`config.mk`:
```
export PLATFORM = sky130hd
export DESIGN_NAME = seven_seg_scanner
export DESIGN_NICKNAME = d
export VERILOG_FILES = /design/src/rtl/seven_seg_scanner.sv
export SDC_FILE = /design/constraint.sdc
export NUM_CORES = 1
export LEC_CHECK = 0
export ABC_AREA = 1
export CORE_ASPECT_RATIO = 0.6
export CORE_MARGIN = 2
export CORE_UTILIZATION = 50
export CTS_BUF_LIST = sky130_fd_sc_hd__clkbuf_4
export CTS_CLUSTER_DIAMETER = 80
export DETAILED_ROUTE_END_ITERATION = 8
export DONT_BUFFER_PORTS = 1
export PLACE_DENSITY_LB_ADDON = 0.15
export REMOVE_ABC_BUFFERS = 1
export SLEW_MARGIN = 20
export SYNTH_ARGS = -nofsm -noshare
export SYNTH_HDL_FRONTEND = slang
export SYNTH_SLANG_ARGS = --single-unit
```
`constraint.sdc`:
```
create_clock -name clk -period 2.6 [get_ports clk]
set_clock_uncertainty 0.2 [all_clocks]
set_input_delay 0.13 -clock clk [delete_from_list [all_inputs] [get_ports clk]]
set_output_delay 0.13 -clock clk [all_outputs]
set_load 0.02 [all_outputs]
```
`src/rtl/seven_seg_scanner.sv`:
```
// Time-multiplexed seven-segment scanner. clk_div is treated as data: it is
// synchronised, its rising edges step the active digit, and new display
// values are swapped in only at frame boundaries so a frame is never torn.
module seven_seg_scanner #(
    parameter int unsigned NUM_DIGITS          = 4,
    parameter bit          ANODE_ACTIVE_LOW    = 1'b1,
    parameter bit          SEG_ACTIVE_LOW      = 1'b1,
    parameter bit          BLANK_LEADING_ZEROS = 1'b0
) (
    input  logic                    clk,
    input  logic                    rst,
    input  logic                    clk_div,
    input  logic [4*NUM_DIGITS-1:0] value,
    input  logic                    value_valid,
    output logic                    value_ready,
    output logic [NUM_DIGITS-1:0]   an,
    output logic [6:0]              seg,
    output logic                    frame_done
);

    localparam int unsigned      IDX_W    = (NUM_DIGITS > 1) ? $clog2(NUM_DIGITS) : 1;
    localparam logic [IDX_W-1:0] LAST_IDX = IDX_W'(NUM_DIGITS - 1);

    // Active-high gfedcba pattern for one hex nibble.
    function automatic logic [6:0] hex_decode(input logic [3:0] nib);
        logic [6:0] pat;
        case (nib)
            4'h0:    pat = 7'h3F;
            4'h1:    pat = 7'h06;
            4'h2:    pat = 7'h5B;
            4'h3:    pat = 7'h4F;
            4'h4:    pat = 7'h66;
            4'h5:    pat = 7'h6D;
            4'h6:    pat = 7'h7D;
            4'h7:    pat = 7'h07;
            4'h8:    pat = 7'h7F;
            4'h9:    pat = 7'h6F;
            4'hA:    pat = 7'h77;
            4'hB:    pat = 7'h7C;
            4'hC:    pat = 7'h39;
            4'hD:    pat = 7'h5E;
            4'hE:    pat = 7'h79;
            4'hF:    pat = 7'h71;
            default: pat = 7'h00;
        endcase
        return pat;
    endfunction

    // Nibble of the display word belonging to digit idx.
    function automatic logic [3:0] digit_nibble(input logic [4*NUM_DIGITS-1:0] disp,
                                                input logic [IDX_W-1:0]        idx);
        logic [3:0] nib;
        nib = 4'h0;
        for (int i = 0; i < NUM_DIGITS; i++) begin
            nib = nib | ((IDX_W'(i) == idx) ? disp[4*i +: 4] : 4'h0);
        end
        return nib;
    endfunction

    // A digit is a leading zero when it and every more significant nibble
    // are zero; digit 0 always stays lit so a zero value still shows "0".
    function automatic logic digit_blank(input logic [4*NUM_DIGITS-1:0] disp,
                                         input logic [IDX_W-1:0]        idx);
        logic nonzero;
        nonzero = 1'b0;
        for (int i = 0; i < NUM_DIGITS; i++) begin
            nonzero = nonzero | ((IDX_W'(i) >= idx) && (disp[4*i +: 4] != 4'h0));
        end
        return BLANK_LEADING_ZEROS && (idx != {IDX_W{1'b0}}) && !nonzero;
    endfunction

    // Segment drive for a digit, in output polarity.
    function automatic logic [6:0] seg_drive(input logic [3:0] nib, input logic blank);
        logic [6:0] pat;
        pat = blank ? 7'h00 : hex_decode(nib);
        return SEG_ACTIVE_LOW ? ~pat : pat;
    endfunction

    // One-hot anode drive for a digit index, in output polarity.
    function automatic logic [NUM_DIGITS-1:0] an_drive(input logic [IDX_W-1:0] idx);
        logic [NUM_DIGITS-1:0] oh;
        for (int i = 0; i < NUM_DIGITS; i++) begin
            oh[i] = (IDX_W'(i) == idx);
        end
        return ANODE_ACTIVE_LOW ? ~oh : oh;
    endfunction

    logic                    s1_r, s2_r, s3_r;
    logic [IDX_W-1:0]        idx_r;
    logic [4*NUM_DIGITS-1:0] display_r;
    logic [4*NUM_DIGITS-1:0] pending_r;
    logic                    pending_full_r;
    logic [NUM_DIGITS-1:0]   an_r;
    logic [6:0]              seg_r;
    logic                    frame_done_r;

    logic                    tick_s;
    logic                    wrap_s;
    logic                    transfer_s;
    logic [IDX_W-1:0]        idx_next_s;
    logic [4*NUM_DIGITS-1:0] display_next_s;
    logic [4*NUM_DIGITS-1:0] pending_next_s;
    logic                    pending_full_next_s;
    logic [NUM_DIGITS-1:0]   an_next_s;
    logic [6:0]              seg_next_s;

    assign tick_s      = s2_r & ~s3_r;
    assign wrap_s      = tick_s && (idx_r == LAST_IDX);
    assign value_ready = ~pending_full_r;
    assign transfer_s  = value_valid & ~pending_full_r;

    assign an          = an_r;
    assign seg         = seg_r;
    assign frame_done  = frame_done_r;

    // Next digit index, frame-boundary display swap and pending-slot update.
    always_comb begin
        idx_next_s          = idx_r;
        display_next_s      = display_r;
        pending_next_s      = pending_r;
        pending_full_next_s = pending_full_r;

        if (wrap_s) begin
            idx_next_s = {IDX_W{1'b0}};
        end else if (tick_s) begin
            idx_next_s = idx_r + IDX_W'(1);
        end else begin
            idx_next_s = idx_r;
        end

        if (transfer_s) begin
            pending_next_s      = value;
            pending_full_next_s = 1'b1;
        end else if (wrap_s && pending_full_r) begin
            display_next_s      = pending_r;
            pending_full_next_s = 1'b0;
        end else begin
            pending_full_next_s = pending_full_r;
        end

        an_next_s  = an_drive(idx_next_s);
        seg_next_s = seg_drive(digit_nibble(display_next_s, idx_next_s),
                               digit_blank(display_next_s, idx_next_s));
    end

    // Synchroniser, scan state, handshake slot and registered display outputs.
    always_ff @(posedge clk) begin
        if (rst) begin
            s1_r           <= 1'b0;
            s2_r           <= 1'b0;
            s3_r           <= 1'b0;
            idx_r          <= {IDX_W{1'b0}};
            display_r      <= {(4*NUM_DIGITS){1'b0}};
            pending_r      <= {(4*NUM_DIGITS){1'b0}};
            pending_full_r <= 1'b0;
            an_r           <= an_drive({IDX_W{1'b0}});
            seg_r          <= seg_drive(4'h0, 1'b0);
            frame_done_r   <= 1'b0;
        end else begin
            s1_r           <= clk_div;
            s2_r           <= s1_r;
            s3_r           <= s2_r;
            idx_r          <= idx_next_s;
            display_r      <= display_next_s;
            pending_r      <= pending_next_s;
            pending_full_r <= pending_full_next_s;
            frame_done_r   <= wrap_s;
            if (tick_s) begin
                an_r  <= an_next_s;
                seg_r <= seg_next_s;
            end else begin
                an_r  <= an_r;
                seg_r <= seg_r;
            end
        end
    end

endmodule

```
* Yosys cells after proc, flatten, opt, wreduce, memory -nomap -nowiden
Memory sizes are Yosys's and may differ from the RTL's. Index checks and enable logic that the tools add are counted.
Storage, ports and cells: word-level logic and storage cells 39, bits in read-only memories 112, output and inout port bits 13, input bits 20, flip-flop bits (word level) 50, memories 1
Memories:
- (no name shown) | depth 16, width 7, rd ports 1, clocked after Yosys merged registers in 0, wr ports 0, line 27 | case (nib)
Operators by class: add/sub/neg operators 1, reductions and logical operators 4, equal/unequal tests 4, mux-type cells 10, bitwise gates (word level) 9
Operator list (count):
- 2-to-1 mux 16 bit | 2
- 2-to-1 mux 4 bit | 4
- OR 4 bit | 3
- inverter 7 bit | 1
- == test 2 bit, first input constant | 2
- 2-to-1 mux 2 bit | 2
- inverter 4 bit | 1
- adder 2 x 1 -> 2 bit, second input constant | 1
- AND 1 bit | 2
- == test 1 x 2 -> 1 bit, first input constant | 1
- == test 2 bit, second input constant | 1
- logical AND 1 bit | 2
- zero test 2 bit | 1
- 2-to-1 mux 1 bit | 2
- inverter 1 bit | 2
- nonzero test 2 bit | 1

* Depth between registers and ports, before layout
An unclocked memory read counts as a cell.
depth after elaboration 12, depth in mapped cells 18, depth with buffers taken out 18

* Worst setup path after synthesis
OpenSTA, ideal clock, no wires.
path kind flip-flop to flip-flop, start point register idx_r[0], end point register seg_r[3] (netlist: seg[3]), cell stages (with the launch flop) 16, clock period less this slack 2335 ps, setup slack 265 ps, library setup time 117 ps, required time 2283 ps, buffers on the path 2, arrival 2018 ps, cell sequence dfxtp_1 ha_1 nand4_1 buf_4 buf_6 o21ai_1 nor2_1 nor2_1 nand2_1 ha_1 inv_1 nand2_1 nand3_1 nand2_1 nor2_1 nor2_1
On the way: cells in the longest elaborated chain, start to end 11, elaborated cells on any way between the ends 21, those cells by class add/sub: 1; eq/ne: 4; mux: 8; bitwise: 4; reduce/logical: 3; memory: 1
RTL lines:
- from (decl) | line 89 | logic [IDX_W-1:0] idx_r;
- from (signal assigned) | line 152 | idx_r <= {IDX_W{1'b0}};
- from (signal assigned) | line 163 | idx_r <= idx_next_s;
- parallel branches: the longest is 8 deep, another holds adder 2 x 1 -> 2 bit
- OR 4 bit (*) | line 55 | nib = nib | ((IDX_W'(i) == idx) ? disp[4*i +: 4] : 4'h0);
- memory (16 x 7 bit) (*)
- inverter 7 bit (*) | line 76 | return SEG_ACTIVE_LOW ? ~pat : pat;
- to (signal assigned) | line 157 | seg_r <= seg_drive(4'h0, 1'b0);
- to (signal assigned) | line 170 | seg_r <= seg_next_s;
- to (signal assigned) | line 173 | seg_r <= seg_r;
- to (decl) | line 94 | logic [6:0] seg_r;
Mark *: on every way between the ends. A chain may end at the register's enable or synchronous reset.

* Worst setup path after layout
start point register idx_r[0], end point register seg_r[1] (netlist: seg[1])
The elaborated chain is that of the path after synthesis.

==> results.ini <==
[cts]
cts_tree = built
clockBufferDepth = 2
numClockSinks = 50
numCtsBuffers = 5
cts.clk_slew.worst_paths_ns = 0.14
root_buffer = clkbuf_4
cts_max_level = 2
clk_latency_ns = 0.36

[setup_path]
crit_path_end_kind = flip-flop
reg2reg_slack_ns = 0.12
critPathLaunchType = flip-flop
timing.rr.start = idx_r[0]$_SDFF_PP0_
arrival_ns = 2.56
worstSetupEndpoint = seg[1]$_SDFFE_PP0P_
timing.rr.end = seg[1]$_SDFFE_PP0P_
cp.required_ns = 2.68
crit_path_start = idx_r[0]$_SDFF_PP0_
r2r_cells = 15
worstSetupPathType = flip-flop to flip-flop
cp_max_fo = 8

[sta]
slew_violations = 0
worst_slew_pin_slew_ns = 1.013
fin_crit_ns = 2.481
final-setup-viol-count = 0
fin_tns_setup_ns = 0
clock.fmax_mhz = 403.1
slew_headroom = 0.3227
finalWorstSetupSlack_ns = 0.1192
final_hold_viol_count = 0
finalCritPeriodShare = 0.9542

[final_layout]
stdcell_count = 422
diodes = 0
final_nets = 386
drive_above_1_share = 0.1421
nFillCells = 410
stdcell_area_mm2 = 0.002783
area_delta_synth_final_pct = 20.74

[synthesis]
synth_xor_area_frac = 0
yosys-top-cells-area = dfxtp_1, nor2_1, nand2_1
synth_edf_count = 0
muxShareOfSynthArea = 0
synth_area_mm2 = 0.002305
synthAdderAreaFrac = 0.03800
synth-compound-area-share = 0.1281
avgSynthCellArea_um2 = 6.942
syn_inst = 332
yosysMostFrequentCell = nor2_1
yosys.area_share.simple = 0.2997
ys_top_cells_by_count = nor2_1, nand2_1, dfxtp_1
synth_seq_cells = 50
ys.flop_type = dfxtp_1
synth-async-reset-ratio = 0
synth_top_area_cell = dfxtp_1
synth_top_family_by_area = simple AND/OR/NAND/NOR gates
synth_cell_type_count = 25
seq_area_frac_synth = 0.4343
yosysWarnings = 0
synth_top_area_frac = 0.4343

[global_routing]
grt_pass1_vias = 1802
grt_pass1_wl_mm = 8.418
antenna_found_initial = 0
track_usage = 0.2054
grt-ovfl-total = 0
grt_max_degree = 30

[route]
ant_nets = 0
drtIter0Drc = 84
wirelength_mm = 5.243
vias = 2109
drc = 0
wl_per_cell_um = 12.42
viasPerCell = 4.998
drt_first_pass_iters = 4

[place]
placed_area_mm2 = 0.002399
dp.cells = 391
portBuffers = 0
place_hpwl_mm = 3.560
gp_congestion = 0.8375
pre_cts_slack_ns = 0.1029

[floorplan]
start_util = 0.5129
dieWidth_um = 91.65
die_h_um = 56.59
num_rows = 19
io-pin-count = 33
die_area_mm2 = 0.005186
core_mm2 = 0.004493

[power]
p_leak_uw = 0.001236
pwr_density_cell_mw_per_mm2 = 495.4
finalPower_uw = 1379
ir_drop_mv = 0.3703

[hold_path]
hp-class = primary input to flip-flop

[run_status]
status = finished, final reports clean

[job]
max-cap-violations = 0

==> what timing repair did <==
item / CTS / global route
hold buffers: 19 / 0
buffers inserted: 0 / 3
hold endpoints to repair: 43 / 0
setup endpoints to repair: 0 / 7
gates resized for setup: 0 / 14
==> report_power, final <==
part           switching, µW  total (µW)  leakage, µW  internal [µW]
Combinational           79.5         131     0.000789           52.0
Clock                    232         427    0.0000387            195
Sequential              23.9         820     0.000409            797
Total                    335        1380      0.00124           1040
==> worst min path at each step <==
stage               start                         end  slack [ns]  depth (start not counted)
floorplan             rst         seg[1]$_SDFFE_PP0P_     -0.0009                          1
global placement      rst         seg[2]$_SDFFE_PP0P_       0.003                          1
detailed placement    rst         seg[2]$_SDFFE_PP0P_       0.004                          1
CTS                   rst  pending_r[13]$_SDFFE_PP0P_         0.1                          3
global route          rst  pending_r[15]$_SDFFE_PP0P_        0.16                          3
finish                rst  pending_r[15]$_SDFFE_PP0P_         0.1                          3
==> routing by layer <==
| layer | part of all wire | wire, µm | GRT usage |
|---|---|---|---|
| met2 | 0.43 | 2261 | 0.3025 |
| met3 | 0.042 | 219 | 0.05369 |
| met4 | 0.0059 | 31 | 0.03896 |
| met1 | 0.52 | 2730 | 0.3043 |
| met5 | 0 | 0 | 0 |
==> critical path: stages (launching register included) <==
cell	delay, ns
dfxtp_2	0.38
ha_2	0.23
nand4_1	0.10
buf_4	0.18
buf_12	0.14
nor2_2	0.11
nor2_1	0.06
nand2_1	0.07
nand2_1	0.10
nor2_4	0.16
ha_1	0.25
inv_1	0.06
nand2_1	0.07
a21oi_2	0.12
nand2_1	0.06
a21oi_1	0.12
==> final cells by class <==
type	count	area, µm²	share of cell area
Tap cell	63	78.83	0.02833
Clock inverter	2	33.78	0.01214
Clock buffer	5	37.54	0.01349
Multi-Input combinational cell	224	1122	0.4033
Inverter	46	172.7	0.06205
Sequential cell	50	1002	0.3602
Timing Repair Buffer	32	335.3	0.1205
==> cells in the final DEF, fill, tap and decap left out, types with 3 or more instances in the layout <==
master / n
nor3_1: 7
ha_1: 5
o21ai_1: 8
nand2_1: 58
nor2_2: 8
o21ai_0: 22
a31oi_1: 3
nand2_2: 4
dlygate4sd3_1: 19
nand3_1: 7
nand4_1: 9
nor2_1: 61
dfxtp_1: 49
o21ai_2: 5
inv_1: 38
inv_2: 7
buf_4: 10
clkbuf_4: 5
a21oi_1: 17
==> registers in the layout, summed over array words and instances, names as in the netlist <==
name / cells
pending_r: 16
pending_full_r: 1
display_r: 16
s3_r: 1
s1_r: 1
an: 4
idx_r: 2
seg: 7
s2_r: 1
frame_done: 1
==> kinds of logic (layout without fill, tap and decap cells) <==
family | count (synthesis) | after routing
AOI/OAI and AO/OA | 57 | 57
and+or+nand+nor | 160 | 160
adders and majority gates | 7 | 7
DFF | 50 | 50
buffers and inverters | 58 | 85
==> per-stage QoR <==
step                      utilization  hold slack [ns]
after floorplan                     -       -0.0009342
after global placement         0.5338         0.002655
after detailed placement       0.5338         0.003690
after CTS                      0.5920          0.09565
after global routing           0.6193           0.1636
final                          0.6193          0.09709
No activity file was read; power rests on OpenSTA's default activity.
